`src/rtl/serial_alu_ctrl.sv`:
```
// rtl/serial_alu_ctrl.sv - bit-serial sequencer driving a 1-bit ALU slice LSB-first
module serial_alu_ctrl #(
    parameter int WIDTH = 32
) (
    input  logic             clk_i,
    input  logic             rst_i,
    input  logic             start_i,
    input  logic [WIDTH-1:0] src1_i,
    input  logic [WIDTH-1:0] src2_i,
    input  logic [3:0]       alu_ctrl_i,
    output logic             slice_src1_o,
    output logic             slice_src2_o,
    output logic             slice_less_o,
    output logic             slice_A_invert_o,
    output logic             slice_B_invert_o,
    output logic             slice_cin_o,
    output logic [1:0]       slice_operation_o,
    input  logic             slice_result_i,
    input  logic             slice_cout_i,
    output logic             busy_o,
    output logic             done_o,
    output logic [WIDTH-1:0] result_o,
    output logic             zero_o,
    output logic             cout_o,
    output logic             overflow_o
);

    localparam int CW = (WIDTH > 1) ? $clog2(WIDTH) : 1;
    localparam logic [CW-1:0] LAST = CW'(WIDTH - 1);

    localparam logic [3:0] OP_AND  = 4'b0000;
    localparam logic [3:0] OP_OR   = 4'b0001;
    localparam logic [3:0] OP_ADD  = 4'b0010;
    localparam logic [3:0] OP_SUB  = 4'b0110;
    localparam logic [3:0] OP_SLT  = 4'b0111;
    localparam logic [3:0] OP_NOR  = 4'b1100;
    localparam logic [3:0] OP_NAND = 4'b1101;

    typedef enum logic [1:0] {IDLE, RUN, LESS_PASS, DONE} state_t;

    state_t           state;
    logic [CW-1:0]    cnt;
    logic [WIDTH-1:0] a_r;
    logic [WIDTH-1:0] b_r;
    logic [WIDTH-1:0] res_sh;
    logic [3:0]       op_r;
    logic             carry_r;
    logic             set_r;
    logic             cout_msb_r;

    logic [1:0]       dec_op;
    logic             dec_ainv;
    logic             dec_binv;
    logic             dec_sub;
    logic             is_slt;
    logic [WIDTH-1:0] res_next;
    logic             ovf_msb;

    function automatic logic code_legal(input logic [3:0] c);
        case (c)
            OP_AND, OP_OR, OP_ADD, OP_SUB, OP_SLT, OP_NOR, OP_NAND: return 1'b1;
            default: return 1'b0;
        endcase
    endfunction

    always_comb begin
        dec_op   = 2'd0;
        dec_ainv = 1'b0;
        dec_binv = 1'b0;
        dec_sub  = 1'b0;
        is_slt   = 1'b0;
        case (op_r)
            OP_OR:   dec_op = 2'd1;
            OP_ADD:  dec_op = 2'd2;
            OP_SUB: begin
                dec_op   = 2'd2;
                dec_binv = 1'b1;
                dec_sub  = 1'b1;
            end
            OP_SLT: begin
                dec_op   = 2'd2;
                dec_binv = 1'b1;
                dec_sub  = 1'b1;
                is_slt   = 1'b1;
            end
            OP_NOR: begin
                dec_ainv = 1'b1;
                dec_binv = 1'b1;
            end
            OP_NAND: begin
                dec_op   = 2'd1;
                dec_ainv = 1'b1;
                dec_binv = 1'b1;
            end
            default: ;
        endcase
    end

    // Slice inputs follow the bit counter directly so the slice sees bit k during cycle k.
    always_comb begin
        slice_src1_o      = 1'b0;
        slice_src2_o      = 1'b0;
        slice_less_o      = 1'b0;
        slice_A_invert_o  = 1'b0;
        slice_B_invert_o  = 1'b0;
        slice_cin_o       = 1'b0;
        slice_operation_o = 2'd0;
        case (state)
            RUN: begin
                slice_src1_o      = a_r[cnt];
                slice_src2_o      = b_r[cnt];
                slice_A_invert_o  = dec_ainv;
                slice_B_invert_o  = dec_binv;
                slice_cin_o       = (cnt == '0) ? dec_sub : carry_r;
                slice_operation_o = dec_op;
            end
            LESS_PASS: begin
                slice_src1_o      = a_r[cnt];
                slice_src2_o      = b_r[cnt];
                slice_less_o      = (cnt == '0) ? set_r : 1'b0;
                slice_operation_o = 2'd3;
            end
            default: ;
        endcase
    end

    assign res_next = {slice_result_i, res_sh[WIDTH-1:1]};
    assign ovf_msb  = slice_cin_o ^ slice_cout_i;

    always_ff @(posedge clk_i or negedge rst_i) begin
        if (!rst_i) begin
            state      <= IDLE;
            cnt        <= '0;
            a_r        <= '0;
            b_r        <= '0;
            res_sh     <= '0;
            op_r       <= '0;
            carry_r    <= 1'b0;
            set_r      <= 1'b0;
            cout_msb_r <= 1'b0;
            busy_o     <= 1'b0;
            done_o     <= 1'b0;
            result_o   <= '0;
            zero_o     <= 1'b0;
            cout_o     <= 1'b0;
            overflow_o <= 1'b0;
        end else begin
            case (state)
                IDLE: begin
                    done_o <= 1'b0;
                    if (start_i) begin
                        if (code_legal(alu_ctrl_i)) begin
                            a_r     <= src1_i;
                            b_r     <= src2_i;
                            op_r    <= alu_ctrl_i;
                            cnt     <= '0;
                            carry_r <= 1'b0;
                            busy_o  <= 1'b1;
                            state   <= RUN;
                        end else begin
                            result_o   <= '0;
                            zero_o     <= 1'b1;
                            cout_o     <= 1'b0;
                            overflow_o <= 1'b0;
                            done_o     <= 1'b1;
                            state      <= DONE;
                        end
                    end
                end
                RUN: begin
                    res_sh  <= res_next;
                    carry_r <= slice_cout_i;
                    cnt     <= cnt + 1'b1;
                    if (cnt == LAST) begin
                        cnt <= '0;
                        if (is_slt) begin
                            // The sign of the true difference is the MSB sum corrected by overflow.
                            set_r      <= slice_result_i ^ ovf_msb;
                            cout_msb_r <= slice_cout_i;
                            state      <= LESS_PASS;
                        end else begin
                            result_o   <= res_next;
                            zero_o     <= (res_next == '0);
                            cout_o     <= (dec_op == 2'd2) ? slice_cout_i : 1'b0;
                            overflow_o <= (dec_op == 2'd2) ? ovf_msb : 1'b0;
                            busy_o     <= 1'b0;
                            done_o     <= 1'b1;
                            state      <= DONE;
                        end
                    end
                end
                LESS_PASS: begin
                    res_sh <= res_next;
                    cnt    <= cnt + 1'b1;
                    if (cnt == LAST) begin
                        cnt        <= '0;
                        result_o   <= res_next;
                        zero_o     <= (res_next == '0);
                        cout_o     <= cout_msb_r;
                        overflow_o <= 1'b0;
                        busy_o     <= 1'b0;
                        done_o     <= 1'b1;
                        state      <= DONE;
                    end
                end
                default: begin
                    done_o <= 1'b0;
                    state  <= IDLE;
                end
            endcase
        end
    end

endmodule

```
`config.mk`:
```
export PLATFORM = sky130hd
export DESIGN_NAME = serial_alu_ctrl
export DESIGN_NICKNAME = d
export VERILOG_FILES = /design/src/rtl/serial_alu_ctrl.sv
export SDC_FILE = /design/constraint.sdc
export NUM_CORES = 1
export LEC_CHECK = 0
export CAP_MARGIN = 20
export CORE_ASPECT_RATIO = 1.4
export CORE_MARGIN = 2
export CORE_UTILIZATION = 55
export CTS_CLUSTER_DIAMETER = 60
export CTS_CLUSTER_SIZE = 24
export DETAILED_ROUTE_END_ITERATION = 7
export PLACE_DENSITY = 0.83
export RECOVER_POWER = 50
export SLEW_MARGIN = 5
export SYNTH_ARGS = -nofsm -noshare
export SYNTH_HDL_FRONTEND = slang
export SYNTH_SLANG_ARGS = --single-unit
```
`constraint.sdc`:
```
create_clock -name clk_i -period 3.43 [get_ports clk_i]
set_clock_uncertainty 0.15 [all_clocks]
set_input_delay 0.8575 -clock clk_i [delete_from_list [all_inputs] [get_ports clk_i]]
set_output_delay 0.8575 -clock clk_i [all_outputs]
set_load 0.05 [all_outputs]
```
## Word level (Yosys, flattened, before mapping)

Cells that the tools add are included.

- Add/subtract/negate cells: 1
- Reduce and logical (&&, ||, !) cells: 22
- Order comparisons: 1
- Eq/ne operators: 22
- Bitwise gates (word level): 2
- Multiplexer cells: 69

Operator list:

| kind | count |
|---|---|
| $mux 32 | 5 |
| $pmux 32 s3 | 1 |
| $mux 1 | 44 |
| $logic_not 32->1 | 1 |
| $reduce_and 3->1 | 6 |
| $eq 4x3->1 const B | 4 |
| $eq 4x4->1 const B | 4 |
| $mux 5 | 3 |
| $pmux 1 s3 | 5 |
| $ne 2x2->1 const B | 6 |
| $reduce_and 6->1 | 2 |
| $bmux 1 s5 | 2 |
| $pmux 5 s2 | 1 |
| $eq 4x1->1 const B | 2 |
| $eq 4x2->1 const B | 2 |
| $mux 2 | 4 |
| $pmux 2 s2 | 2 |
| $reduce_or 2->1 | 4 |
| $reduce_or 7->1 | 1 |
| $lt 5x6->1 const B | 1 |
| $pmux 2 s3 | 1 |
| $add 5x1->5 const B | 1 |
| $eq 5x5->1 const B | 1 |
| $logic_not 5->1 | 1 |
| 10 further kinds | 13 |

- Logic and storage cells: 132
- Flip-flop bits (word level): 147
- Input port bits: 73

## Depth between registers and ports, before layout

- Depth after elaboration: 10
- Gate-level depth with buffers: 9
- Mapped depth without buffers: 7

## Worst setup path before layout

No wires, ideal clock.

- Kind: register -> output
- From: register state[0]
- To: output port slice_src1_o
- Cell stages (with the launch flop): 6
- Arrival time: 2.132 ns
- Slack: 0.291 ns
- Cells stage by stage: dfrtp_1 inv_1 ha_1 clkbuf_1 clkinv_1 a41oi_1

- Word-level cells in the longest chain between the ends: 3

RTL lines:

| item | line | text |
|---|---|---|
| start: declaration | 41 | `state_t state;` |
| start signal: assignment | 132 | `state <= IDLE;` |
| start signal: assignment | 159 | `state <= RUN;` |
| start signal: assignment | 166 | `state <= DONE;` |
| $eq 2x2->1 or $eq 2x1->1 (tied branches) | 108 | `case (state)` |
| $reduce_or 2->1 (no line) * | n/a |  |
| $mux 1 * | n/a |  |
| end: declaration | 11 | `output logic slice_src1_o,` |

Mark *: on every way between the ends. The rest lies on a longest branch, timed or not.

## Worst setup path after layout

- From: register cnt[2]
- To: output port slice_src1_o

- Word-level cells in the longest chain between the ends: 3

RTL lines:

| item | line | text |
|---|---|---|
| start: declaration | 42 | `logic [CW-1:0] cnt;` |
| start signal: assignment | 173 | `cnt <= cnt + 1'b1;` |
| start signal: assignment | 194 | `cnt <= cnt + 1'b1;` |
| $bmux 1 s5 | 110, 118 |  |
| $mux 1 (implied by the code) | 110, 118 |  |
| $mux 1 | n/a |  |

No other way between the ends. The select of a mux whose other input is x is not followed.

==> results.md <==
* Initial core utilization at 0.5646
* TritonCTS buffer count at 17
* Via density at 5.573
* CP top delay family: compound AO/OA/AOI/OAI gates
* Total grt overflow at 0
* GP Congestion at 0.8015
* Syn Nets at 660
* Max-Cap Viols at 0
* Antenna-violating nets left at 0
* Post-CTS Setup Bufs at 0
* DRT iter0 DRCs at 162
* IO Count at 118
* Vias after detailed routing at 4,759
* Area Growth Syn to Fin at 30.63%
* Most common cell in the synthesized netlist: dfrtp_1
* Crit start category: flip-flop
* Peak Freq at 298.4 MHz
* Yosys warning count at 0
* Fillers at 765
* Crit end category: output pin
* Net count, final at 774
* Root buf cell: clkbuf_16
* Layout cells sized above 1 at 0.1825
* Cell Chain, Critical Path: or2_2 > o22ai_1 > o21bai_1 > a41oi_1 > buf_12
* Worst Path Max Fanout at 17
* Main synth FF type: dfrtp_1
* Final WL at 14.51 mm
* Synth area leaders: dfrtp_1 (55%), mux2_2 (12%), mux2i_1 (9.7%)
* Synth top cells by count: dfrtp_1 (146), mux2_2 (74), inv_1 (67), mux2i_1 (65), nand2_1 (53)
* Post-synthesis sequential element count at 146
* Setup TNS at 0 ns
* Number of synthesized flops with an enable pin at 0
* Crit path largest cell delay at 0.57 ns
* Row cnt at 47
* First-pass GRT wire length at 24.76 mm
* PortBufs at 117
* Number of clock sinks at 146
* Final period util at 0.9769
* Fin crit period at 3.351 ns
* Synth top area share at 0.5474
* Worst EP required at 2.42 ns
* H-tree level count at 4
* Pre-antenna DRT Iters at 5
* Post-DP HPWL at 10.05 mm
* Register area share after synthesis at 0.5474
* Max Slew Vio Count at 0
* Worst rel slew slack at 0.09361
* Clk slew on worst S/H paths at 0.06 ns
* Largest net degree at the start of global routing at 71
* Cell count after synthesis at 580
* Post-layout instance area at 8718 sq um
* Yosys cell types at 49
* Peak VDD IR at 706.7 uV
* Die W at 97.10 um
* Overall power at 0.009048 W
* Mapped Avg Cell Area at 11.51 sq um
* Hold WC Path Type: flip-flop to flip-flop
* Worst slew pin tran at 1.360 ns
* RSZ-0062 raised after global routing: false
* Crit Path Class: flip-flop to output pin
* Critical path's slowest cell: dfrtp_1
* PD cells at 1038 nW/um^2
* CTS tree: yes
* Clock buffer depth at 2
* Placed cell areas at 8055 sq um
* Worst Path Arrival at 2.34 ns
* Fin. Hold Viols at 0
* Pleak at 3.827 nW
* Number of global-route vias before repair at 5,089
* Yosys top cell by area: dfrtp_1
* Buf+Inv Stages, Crit Path at 1
* WL per Instance at 16.99 um
* Area of the die at 13,040 sq um
* Initial antenna violation count at 0
* Core area at 11,820 sq um
* Post-synthesis async set-or-reset flop share at 1.000
* Status: finished, final reports clean
* Count of final setup violators at 0
* # diodes at 0
* Total GRT Usage at 0.2376
* DRC Markers at 0
* Hold buffer count at cts at 0
* Synth Cell Area at 6674 sq um
* Clock Latency Late Sink at 0.41 ns
* Die Y at 134.3 um
cell families (layout without fill, tap and decap cells):
| family | count (synthesis) | count (layout) | share of synthesized area |
|---|---|---|---|
| DFF | 146 | 146 | 0.5474 |
| muxes | 139 | 139 | 0.2223 |
| adders and majority gates | 7 | 7 | 0.01312 |
| and+or+nand+nor | 108 | 108 | 0.07799 |
| AOI/OAI and AO/OA | 78 | 78 | 0.07161 |
| buffers and inverters | 98 | 225 | 0.06018 |
| xor gates and xnor gates | 4 | 4 | 0.007312 |
worst paths after layout:
check	start	cells past startpoint	to	slack, ns
worst max register to register	cnt[1]$_DFFE_PN0P_	9	result_o[5]$_DFFE_PN0P_	0.59
worst min-delay path	set_r$_DFFE_PN0P_	2	set_r$_DFFE_PN0P_	0.35
max in group asynchronous	rst_i	2	b_r[2]$_DFFE_PN0P_	0.63
worst min register to register	set_r$_DFFE_PN0P_	2	set_r$_DFFE_PN0P_	0.35
worst max-delay path	cnt[2]$_DFFE_PN0P_	5	slice_src1_o	0.08
min in group asynchronous	rst_i	1	result_o[18]$_DFFE_PN0P_	0.58
power by group:
part	switching (W)	total, W	internal, W
combinational	0.00228	0.00401	0.00174
sequential	0.000496	0.00294	0.00244
clock	0.000775	0.00209	0.00132
layout by cell type, fill, tap and decap left out, types with 9 or more instances in the layout:
| cell | synthesis | layout |
|---|---|---|
| nand2_1 | 53 | 53 |
| o22ai_1 | 9 | 9 |
| clkbuf_16 | 0 | 17 |
| o21ai_0 | 38 | 38 |
| clkdlybuf4s50_1 | 0 | 107 |
| dfrtp_1 | 146 | 146 |
| mux2_2 | 74 | 74 |
| inv_1 | 67 | 67 |
| nor2_1 | 11 | 11 |
| mux2i_1 | 65 | 65 |
metrics by stage:
| step | utilization | setup WS [ns] | hold WS (ns) | std cells |
|---|---|---|---|---|
| 2_1_floorplan | - | 0.2910 | 0.2923 | 580 |
| 3_3_place_gp | 0.6815 | 0.3244 | 0.3113 | 822 |
| 3_5_place_dp | 0.6815 | 0.2277 | 0.3415 | 822 |
| 4_1_cts | 0.7381 | 0.06076 | 0.1445 | 854 |
| 5_1_grt | 0.7376 | 0.009990 | 0.3667 | 854 |
| 6_report | 0.7376 | 0.07915 | 0.3527 | 854 |
registers in the layout, summed over array words and instances (netlist names):
register / count
a_r: 32
b_r: 32
busy_o: 1
carry_r: 1
cnt: 5
cout_msb_r: 1
cout_o: 1
done_o: 1
op_r: 4
overflow_o: 1
res_sh: 31
result_o: 32
set_r: 1
state: 2
zero_o: 1
layer usage:
| layer | GRT usage | up-vias | share of wire |
|---|---|---|---|
| met4 | 0.1049 | 0 | 0.033 |
| met2 | 0.4255 | 164 | 0.54 |
| met1 | 0.2754 | 2342 | 0.38 |
| met3 | 0.04794 | 43 | 0.043 |
| met5 | 0 | - | 0 |
| li1 | - | 2210 | - |
worst reg2reg max path: stages, from the launching register on:
cell,delay (ns)
dfrtp_1,0.41
buf_4,0.34
ha_1,0.24
and3_1,0.16
ha_1,0.27
o22ai_1,0.24
a211oi_4,0.28
buf_12,0.26
buf_4,0.22
mux2i_1,0.19
what timing repair did:
| action | CTS | global route |
|---|---|---|
| resized for setup | 1 | 3 |
| setup endpoints to repair | 1 | 3 |
| endpoints found under the hold margin | 0 | 0 |
area by class of cell:
class	count	area, sq um	area share
Timing Repair Buffer	125	1309	0.1501
Tap cell	147	183.9	0.02110
Multi-Input combinational cell	336	2646	0.3035
Clock inverter	15	245.2	0.02813
Inverter	68	255.2	0.02928
Sequential cell	146	3654	0.4191
Clock buffer	17	425.4	0.04879
(Power assumes the default switching activity.)
